<file path="config.mk">
export PLATFORM = sky130hd
export DESIGN_NAME = raid_read_sequencer
export DESIGN_NICKNAME = d
export VERILOG_FILES = /design/src/rtl/raid_pkg.sv /design/src/rtl/raid_rd_timer.sv /design/src/rtl/raid_read_sequencer.sv
export SDC_FILE = /design/constraint.sdc
export NUM_CORES = 1
export LEC_CHECK = 0
export CAP_MARGIN = 20
export CORE_MARGIN = 8
export CORE_UTILIZATION = 41
export CTS_CLUSTER_DIAMETER = 50
export CTS_CLUSTER_SIZE = 25
export DETAILED_ROUTE_END_ITERATION = 12
export GPL_TIMING_DRIVEN = 0
export PLACE_DENSITY = 0.73
export SLEW_MARGIN = 40
export SYNTH_ARGS = -nofsm -noshare
export SYNTH_HDL_FRONTEND = slang
export SYNTH_SLANG_ARGS = --single-unit
</file>
<file path="constraint.sdc">
create_clock -name clk -period 3.35 [get_ports clk]
set_clock_uncertainty 0.2 [all_clocks]
set_input_delay 0.67 -clock clk [delete_from_list [all_inputs] [get_ports clk]]
set_output_delay 0.67 -clock clk [all_outputs]
set_load 0.01 [all_outputs]
</file>
<file path="src/rtl/raid_pkg.sv">
// Shared types and constants for the RAID read/write sequencing blocks.
package raid_pkg;

    typedef enum logic [1:0] {
        RD_IDLE     = 2'd0,
        RD_ISSUE    = 2'd1,
        RD_WAIT_MEM = 2'd2,
        RD_WAIT_WR  = 2'd3
    } rd_state_e;

    localparam int RAID_DATA_W = 12;
    localparam int RAID_ADDR_W = 8;

    // Callers zero-extend their mask to 32 bits.
    function automatic int unsigned popcount(input logic [31:0] v);
        int unsigned n;
        n = 0;
        for (int i = 0; i < 32; i++) begin
            n = n + {31'd0, v[i]};
        end
        return n;
    endfunction

endpackage

</file>
<file path="src/rtl/raid_rd_timer.sv">
// Clearable saturating cycle counter; expired is high once the count sits at TIMEOUT.
module raid_rd_timer #(
    parameter int TIMEOUT = 15
) (
    input  logic clk,
    input  logic reset,
    input  logic clear,
    input  logic count_en,
    output logic expired
);

    localparam int CNT_W = $clog2(TIMEOUT + 1);
    localparam logic [CNT_W-1:0] LIMIT = CNT_W'(TIMEOUT);

    logic [CNT_W-1:0] count;

    always_ff @(posedge clk or posedge reset) begin
        if (reset) begin
            count <= '0;
        end else if (clear) begin
            count <= '0;
        end else if (count_en && (count != LIMIT)) begin
            count <= count + 1'b1;
        end
    end

    assign expired = (count == LIMIT);

endmodule

</file>
<file path="src/rtl/raid_read_sequencer.sv">
// Read-side stripe sequencer: reads NUM_STRIPES stripes from all healthy disks,
// handing each stripe to the write side and waiting for write_done in between.
//
// state    | meaning
// IDLE     | waiting for enable, outputs parked at 0
// ISSUE    | rd_en driven for one cycle at the current stripe address
// WAIT_MEM | waiting for mem_valid, timer running
// WAIT_WR  | stripe handed over, waiting for write_done
module raid_read_sequencer
    import raid_pkg::*;
#(
    parameter int NUM_DISKS   = 3,
    parameter int DATA_W      = RAID_DATA_W,
    parameter int ADDR_W      = RAID_ADDR_W,
    parameter int NUM_STRIPES = 4,
    parameter int TIMEOUT     = 15
) (
    input  logic                        clk,
    input  logic                        reset,
    input  logic                        enable,
    input  logic [NUM_DISKS-1:0]        disk_stat,
    input  logic                        mem_valid,
    input  logic [NUM_DISKS*DATA_W-1:0] in_rd_data,
    input  logic                        write_done,
    output logic [NUM_DISKS-1:0]        rd_en,
    output logic [ADDR_W-1:0]           rd_addr,
    output logic [NUM_DISKS*DATA_W-1:0] rd_data,
    output logic                        data_valid,
    output logic                        last_op,
    output logic [NUM_DISKS-1:0]        disk_stat_out,
    output logic                        busy,
    output logic                        err_degraded,
    output logic                        err_timeout
);

    localparam logic [1:0] IDLE     = RD_IDLE;
    localparam logic [1:0] ISSUE    = RD_ISSUE;
    localparam logic [1:0] WAIT_MEM = RD_WAIT_MEM;
    localparam logic [1:0] WAIT_WR  = RD_WAIT_WR;

    localparam logic [ADDR_W-1:0] LAST_ADDR = ADDR_W'(NUM_STRIPES - 1);

    logic [1:0]                  state;
    logic [NUM_DISKS*DATA_W-1:0] lane_mask;
    logic                        healthy_ok;
    logic                        timer_expired;

    // A single failed disk is recoverable through the Hamming code; two are not.
    assign healthy_ok = popcount(32'(disk_stat)) >= 32'(NUM_DISKS - 1);

    always_comb begin
        lane_mask = '0;
        for (int i = 0; i < NUM_DISKS; i++) begin
            lane_mask[i*DATA_W +: DATA_W] = {DATA_W{disk_stat_out[i]}};
        end
    end

    raid_rd_timer #(
        .TIMEOUT (TIMEOUT)
    ) u_timer (
        .clk      (clk),
        .reset    (reset),
        .clear    (state == ISSUE),
        .count_en ((state == WAIT_MEM) && !mem_valid),
        .expired  (timer_expired)
    );

    always_ff @(posedge clk or posedge reset) begin
        if (reset) begin
            state         <= IDLE;
            rd_en         <= '0;
            rd_addr       <= '0;
            rd_data       <= '0;
            data_valid    <= 1'b0;
            last_op       <= 1'b0;
            disk_stat_out <= '0;
            busy          <= 1'b0;
            err_degraded  <= 1'b0;
            err_timeout   <= 1'b0;
        end else begin
            rd_en        <= '0;
            data_valid   <= 1'b0;
            last_op      <= 1'b0;
            err_degraded <= 1'b0;
            err_timeout  <= 1'b0;
            case (state)
                IDLE: begin
                    if (enable) begin
                        if (healthy_ok) begin
                            state         <= ISSUE;
                            busy          <= 1'b1;
                            disk_stat_out <= disk_stat;
                            rd_addr       <= '0;
                            rd_en         <= disk_stat;
                        end else begin
                            err_degraded <= 1'b1;
                        end
                    end
                end
                ISSUE: begin
                    state <= WAIT_MEM;
                end
                WAIT_MEM: begin
                    // Data arriving in the expiry cycle still wins over the abort.
                    if (mem_valid) begin
                        state      <= WAIT_WR;
                        rd_data    <= in_rd_data & lane_mask;
                        data_valid <= 1'b1;
                        last_op    <= (rd_addr == LAST_ADDR);
                    end else if (timer_expired) begin
                        state         <= IDLE;
                        busy          <= 1'b0;
                        rd_addr       <= '0;
                        rd_data       <= '0;
                        disk_stat_out <= '0;
                        err_timeout   <= 1'b1;
                    end
                end
                WAIT_WR: begin
                    if (write_done) begin
                        if (rd_addr == LAST_ADDR) begin
                            state         <= IDLE;
                            busy          <= 1'b0;
                            rd_addr       <= '0;
                            rd_data       <= '0;
                            disk_stat_out <= '0;
                        end else begin
                            state   <= ISSUE;
                            rd_addr <= rd_addr + 1'b1;
                            rd_en   <= disk_stat_out;
                        end
                    end
                end
                default: begin
                    state         <= IDLE;
                    busy          <= 1'b0;
                    rd_addr       <= '0;
                    rd_data       <= '0;
                    disk_stat_out <= '0;
                end
            endcase
        end
    end

endmodule
</file>
Yosys cells after proc, flatten, opt, wreduce, memory -nomap -nowiden:

Index checks and enable logic that the tools add are counted.

* bits of input ports: 44
* memory bits (writable): 0
* memories: 0
* output and inout bits: 55
* register bits after elaboration: 61
* word-level logic and storage cells: 90
* latch bits: 0
* ROM bits: 0

* bitwise logic cells: 1
* mux-type cells: 49
* div/mod/pow operators: 0
* $lt $le $gt $ge: 1
* add/subtract/negate cells: 4
* equal/unequal tests: 13
* reduce and logical (&&, ||, !) cells: 11
* shift operators: 0
* multipliers: 0

Operators by type and width (number)
* 36-bit 2-to-1 mux: 4
* 36-bit one-hot mux with 2 select lines: 1
* 8-bit 2-to-1 mux: 6
* 36-bit AND: 1
* 3-bit 2-to-1 mux: 9
* 8-bit one-hot mux with 3 select lines: 1
* 1-bit 2-to-1 mux: 17
* 2-bit != test (second input constant): 6
* 2-bit 2-to-1 mux: 5
* 3-bit one-hot mux with 3 select lines: 1
* 8-bit by 1-bit adder with 8-bit output (second input constant): 1
* 8-bit by 2-bit equality test with 1-bit output (second input constant): 1
* 4-bit 2-to-1 mux: 2
* 2-bit one-hot mux with 4 select lines: 1
* 4-bit AND reduction: 2
* 7-bit AND reduction: 1
* 3-bit one-hot mux with 2 select lines: 1
* 6-bit AND reduction: 1
* 4-bit by 1-bit adder with 4-bit output (second input constant): 1
* 2-bit equality test (second input constant): 2
* 4-bit equality test (second input constant): 1
* 4-bit != test (second input constant): 1
* 2-bit nonzero test: 2
* 2-bit by 1-bit adder with 3-bit output: 1
* other kinds (9): 10

Longest topological paths before layout:

Gate-level depths: netlist of run 1.

* depth in word-level cells: 6
* gate-level depth with buffers: 8
* mapped depth without buffers: 6

Cells and area by module:

A second synthesis of run 1 with hierarchy kept.

* cell total of the unflattened synthesis: 282
* area, all modules: 2979.1 um2

By module, submodules not included
* raid_read_sequencer: times used 1, cells an instance 261, sequential area each 1426.4 um2, area each 2746.4 um2
* raid_rd_timer: times used 1, cells an instance 21, sequential area each 100.1 um2, area each 232.7 um2

Least setup slack after synthesis of run 1:

No wires, ideal clock.

* path kind: input -> register
* from: input disk_stat[0]
* to: register disk_stat_out[0]
* required time: 3029 ps
* setup slack: 1100 ps
* path buffers: 1
* setup time: 121 ps
* arrival: 1929 ps
* stages: 6
* path through: ha_1 > a21oi_1 > a2111oi_2 > buf_4 > nand3_2 > a22o_1

* word-level cells in the longest chain between the ends: 5
* elaborated cells on any way between the ends: 8
* classes of those cells: add/sub: 2; order compare: 1; eq/ne: 1; mux: 3; reduce/logical: 1

RTL lines
* from (decl): line raid_read_sequencer.sv:21 `input logic [NUM_DISKS-1:0] disk_stat,`
* 1-bit by 1-bit adder with 2-bit output: line raid_pkg.sv:19 `n = n + {31'd0, v[i]};`
* 2-bit by 1-bit adder with 3-bit output: line raid_pkg.sv:19
* 3-bit by 2-bit greater-or-equal comparator with 1-bit output: line raid_read_sequencer.sv:49 `assign healthy_ok = popcount(32'(disk_stat)) >= 32'(NUM_DISKS - 1);`
* 2-bit != test (no source line)
* 6-bit AND reduction (no source line)
* to (signal assigned): line raid_read_sequencer.sv:92 `disk_stat_out <= disk_stat;`
* to (decl): line raid_read_sequencer.sv:30 `output logic [NUM_DISKS-1:0] disk_stat_out,`

Parallel ways exist; a longest one is shown, timed or not. The select of a mux whose other input is x is not followed.
A chain may end at the register's enable or synchronous reset.

Worst setup path in the final report of run 1:

* from: input disk_stat[0]
* to: register rd_addr[5]

* word-level cells in the longest chain between the ends: 5

RTL lines
* 1-bit by 1-bit adder with 2-bit output: line raid_pkg.sv:19
* 2-bit by 1-bit adder with 3-bit output: line raid_pkg.sv:19
* 3-bit by 2-bit greater-or-equal comparator with 1-bit output: line raid_read_sequencer.sv:49
* 2-bit != test (no source line)
* 6-bit AND reduction (no source line)
* to (signal assigned): line raid_read_sequencer.sv:129 `rd_addr <= rd_addr + 1'b1;`
* to (decl): line raid_read_sequencer.sv:26 `output logic [ADDR_W-1:0] rd_addr,`

No other way between the ends.

==> results of run 1 <==
==> stage by stage <==
step	TNS [ns]	setup slack (ns)
after global routing	0	0.550
after detailed placement	0	0.360
after global placement	-10.04	-0.167
after CTS	0	0.713
final	0	0.717
after floorplan	0	0.967
==> state kept, by name, summed over array words and instances, names as in the netlist <==
name,count
rd_en,3
data_valid,1
rd_addr,8
disk_stat_out,3
rd_data,36
state,2
last_op,1
u_timer.count,4
err_timeout,1
busy,1
err_degraded,1
==> per-layer routing <==
layer | GRT usage, % | up-vias | routed length [um]
li1 | - | 1146 | -
met4 | 6.19 | 0 | 92
met1 | 18.6 | 1116 | 3360
met5 | 0 | - | 0
met3 | 4.28 | 10 | 456
met2 | 25.3 | 69 | 3610
==> cells by family after synthesis <==
kind of cell | count (synthesis) | synth area share (%)
compound gates | 33 | 9.05
xor+xnor | 3 | 0.888
fa+ha+maj | 8 | 3.38
buf+inv | 50 | 8.38
flops | 61 | 51.6
mux | 37 | 12.5
simple gates | 84 | 14.2
==> power by group <==
part           internal (W)  total [W]  switching, W
registers          0.000889   0.000991      0.000102
clock network      0.000438   0.000733      0.000295
logic              0.000666    0.00131      0.000646
==> path summary, 6_finish.rpt <==
check	from	endpoint	slack, ns	depth (start not counted)
max reg2reg	state[0]	rd_addr[5]	1.05	6
max	disk_stat[0]	rd_addr[5]	0.72	7
max in group asynchronous	reset	rd_en[2]	2.01	3
min reg2reg	busy	busy	0.31	1
min	busy	busy	0.31	1
min in group asynchronous	reset	rd_data[19]	0.44	2
==> cells in the final DEF (no fill, tap or decap), types with 2 or more instances in the layout <==
cell / synthesis / final
clkbuf_8: 0 / 10
inv_1: 42 / 41
ha_1: 8 / 8
xor2_1: 3 / 3
clkdlybuf4s50_1: 0 / 98
nand2b_1: 4 / 4
clkbuf_1: 3 / 3
a32oi_1: 3 / 3
a32o_1: 2 / 2
bufinv_16: 0 / 2
nand2_1: 41 / 41
nor2b_1: 6 / 6
nand3_1: 6 / 6
a22o_1: 3 / 3
dfrtp_1: 61 / 61
and2_1: 5 / 5
o211ai_1: 6 / 6
a31oi_1: 2 / 2
mux2i_1: 37 / 37
nor3_1: 3 / 3
clkinv_2: 0 / 2
nor2_1: 9 / 9
a41oi_1: 2 / 2
a21oi_1: 3 / 3
buf_12: 3 / 4
and3_1: 5 / 5
o2bb2ai_1: 4 / 4
==> layout make-up <==
class	instances	area share (%)
Buffer	8	2.09
Clock buffer	10	3.19
Clock inverter	6	2.00
Inverter	42	3.72
Multi-Input combinational cell	165	27.5
Sequential cell	61	35.4
Tap cell	99	2.87
Timing Repair Buffer	99	23.2
==> impl_metrics.toml, run 1 <==
[route]
drt_pass1_iterations = 4
vias = 2341
via_per_inst = 4.78
drc_errors = 0
drt_iter0_drc = 38
drtAntennaViolNets = 0
wl_per_cell_um = 15.3
wl_um = 7520

[cells_and_area]
regArea_um2 = 1530
final_core_util_pct = 60.4
fin_nets = 438
finalInstanceArea_um2 = 4310
area_delta_synth_final_pct = 45.7
num-fill-cells = 615
instances_no_fill = 490
drive_gt1_share_pct = 7.67
multi_input_area_um2 = 1180
diodes = 0

[yosys]
synth_flop_cell = "dfrtp_1"
synth_top_area_cell = "dfrtp_1"
ys_seq_elements = 61
synth_area_um2 = 2960
synth_cells = 276
synth.avg_cell_area_um2 = 10.7
yosysSeqAreaShare_pct = 51.6
syn_nets = 328
synth_top_area_share_pct = 51.6
synth_commonest_cells = "dfrtp_1, inv_1, nand2_1"
synth_enable_flop_cells = 0
netlist_top_cells_area = "dfrtp_1, mux2i_1, inv_1, nand2_1, ha_1"
yosysWarnings = 0
async_flop_share_pct = 100
yosys.cell_count.top_type = "dfrtp_1"
ys_types = 38

[cts]
htreeDepth = 3
post_cts_resized = 0
post_cts_buffers = 0
clk_pin_slew_ns = 0.07
clockBufferDepth = 2
clk_latency_ns = 0.34
holdBufCountCts = 0
cts_tree = "yes"
clock_sinks = 61
numCtsBuffers = 9
root_buffer = "clkbuf_8"

[timing]
maxSlewHeadroom_pct = 54.2
period_needed_ns = 2.63
rsz0062_at_grt = "false"
slew_violations = 0
max_freq_ghz = 0.380
fin_crit_sh_pct = 78.6
tightest_slew_ns = 0.686
timing_hold_violations_final = 0
setup_violations = 0
whs_ns = 0.305

[critical_path]
cpPeakStageDelay_ns = 0.46
crit_family = "compound AO/OA/AOI/OAI gates"
cpMaxStageDelayCell = "clkdlybuf4s50_1"
crit_buf_inv = 2
worstSetupStartpointType = "input port"
cp-end-kind = "flop"
crit_required_ns = 3.40
critPathMaxFanout = 10
critical_path_arrival_ns = 2.68
criticalPathCategory = "input port to flop"
worstPathCellList = "clkdlybuf4s50_1 -> ha_1 -> a21oi_1 -> a2111oi_2 -> buf_4 -> nand3_1 -> o2bb2ai_1"

[global_route]
grt_pass1_wl_um = 12300
antenna_found_initial = 0
grt_overflow = 0
grt_max_degree = 42
grt.total_usage_pct = 15.4
grt_pass1_vias = 2477

[die]
dieArea_um2 = 10200
initial_core_util_pct = 41.4
core-area_um2 = 7140
fp.dieW_um = 101
ios = 99
die_h_um = 101
rows = 31

[hold_path]
hold_class = "flop to flop"

[power_and_ir_drop]
powerDensity_nw_per_um2 = 705
power.leakage_nw = 1.81
power.total_w = 0.00304
peakVddDrop_mv = 0.449

[placed_design]
port_buffers = 98
gp_congestion = 0.777
post-dp-hpwl_um = 5840
place_area_um2 = 4090
placed_cells = 474

[job]
maxCapViolations = 0

[run_status]
outcome = "finished, final reports clean"
No activity file was read; power rests on OpenSTA's default activity.
==> run 2, diff against run 1 <==
==> constraint.sdc (replaced) <==
create_clock -name clk -period 2.49 [get_ports clk]
set_clock_uncertainty 0.2 [all_clocks]
set_input_delay 0.498 -clock clk [delete_from_list [all_inputs] [get_ports clk]]
set_output_delay 0.498 -clock clk [all_outputs]
set_load 0.01 [all_outputs]
==> impl_metrics.toml, run 2 (synthesis results as in run 1) <==
[cts]
clock_sinks = 61
clk_latency_ns = 0.34
clk_pin_slew_ns = 0.08
cts_tree = "yes"
clockBufferDepth = 2
holdBufCountCts = 0
numCtsBuffers = 9
post_cts_buffers = 0
root_buffer = "clkbuf_8"
htreeDepth = 3
post_cts_resized = 0

[global_route]
grt.total_usage_pct = 15.4
grt_pass1_vias = 2477
grt_pass1_wl_um = 12300
antenna_found_initial = 0
grt_overflow = 0
grt_max_degree = 42

[critical_path]
reg2reg_depth = 6
crit_required_ns = 2.51
worstSetupStartpointType = "input port"
critical_path_arrival_ns = 2.45
cp-end-kind = "flop"
criticalPathCategory = "input port to flop"
critPathMaxFanout = 10
startpoint = "disk_stat[0]"
r2r_start = "state[0]"

[cells_and_area]
reg_top3 = "rd_data x36, rd_addr x8, u_timer.count x4"
mostFrequentLayoutCell = "clkdlybuf4s50_1"
regMostFlops = "rd_data"
finalInstanceArea_um2 = 4330
mostFrequentLayoutCells = "clkdlybuf4s50_1, dfrtp_1, inv_1, nand2_1, mux2i_1"
diodes = 0
drive_gt1_share_pct = 8.18
area_delta_synth_final_pct = 46.5
fin_nets = 438
largest_reg_flops = 36

[die]
dieArea_um2 = 10200
fp.dieW_um = 101
rows = 31
initial_core_util_pct = 41.4
core-area_um2 = 7140
die_h_um = 101
ios = 99

[timing]
slew_violations = 0
whs_ns = 0.264
tightest_slew_ns = 0.762
period_needed_ns = 2.43
max_freq_ghz = 0.411
rsz0062_at_grt = "false"
maxSlewHeadroom_pct = 49.1
fin_crit_sh_pct = 97.7
timing_hold_violations_final = 0
setup_violations = 0

[placed_design]
post-dp-hpwl_um = 5840
place_area_um2 = 4090
port_buffers = 98
gp_congestion = 0.777

[route]
drtAntennaViolNets = 0
vias = 2349
drt_pass1_iterations = 4
wl_per_cell_um = 15.5
wl_um = 7610
drc_errors = 0
via_per_inst = 4.79
drt_iter0_drc = 41

[power_and_ir_drop]
peakVddDrop_mv = 0.600
power.total_w = 0.00412
power.leakage_nw = 1.81
powerDensity_nw_per_um2 = 951

[job]
maxCapViolations = 0

[run_status]
outcome = "finished, final reports clean"

[hold_path]
hold_class = "input port to asynchronous set/reset pin"
-- run 2: cell counts in the layout (fill, tap and decap cells not counted) --
Identical to the previous run, type by type.
-- run 2: per-layer routing --
layer,GRT usage [%],vias to the layer above,part of all wire [%]
li1,-,1144,-
met1,18.6,1120,45
met2,25.3,75,48
met3,4.28,10,6.0
met4,6.19,0,1.3
met5,0,-,0
-- run 2: power breakdown --
group,internal (W),switching [W]
Combinational,0.000910,0.000894
Sequential,0.00120,0.000138
Clock,0.000589,0.000395
Total,0.00269,0.00143
-- run 2: final timing paths --
kind | endpoint | slack (ns)
max | rd_addr[6] | 0.06
min | rd_data[19] | 0.26
max reg2reg | disk_stat_out[0] | 0.23
min reg2reg | busy | 0.31
max in group asynchronous | rd_en[2] | 1.32
min in group clk | busy | 0.31
-- run 2: cell type report --
cell class / instances / area, um2
Buffer: 8 / 90.1
Clock buffer: 10 / 138
Clock inverter: 6 / 86.3
Fill cell: 615 / 2800
Inverter: 42 / 160
Multi-Input combinational cell: 165 / 1210
Sequential cell: 61 / 1530
Tap cell: 99 / 124
Timing Repair Buffer: 99 / 1000
-- run 2: worst max-delay path: stages --
cell	delay (ns)
clkdlybuf4s50_1	0.46
ha_1	0.31
a21oi_1	0.38
a2111oi_4	0.16
buf_4	0.20
and2_1	0.18
a32o_1	0.25
-- run 2: stage by stage --
stage | worst slack [ns] | util, % | setup TNS, ns | std cells
floorplan | 0.279 | - | 0 | 276
global placement | -0.855 | 56.9 | -54.79 | 473
detailed placement | -0.328 | 57.2 | -3.18 | 474
CTS | 0.0254 | 60.4 | 0 | 490
global route | 0.0110 | 60.7 | 0 | 490
finish | 0.0574 | 60.7 | 0 | 490
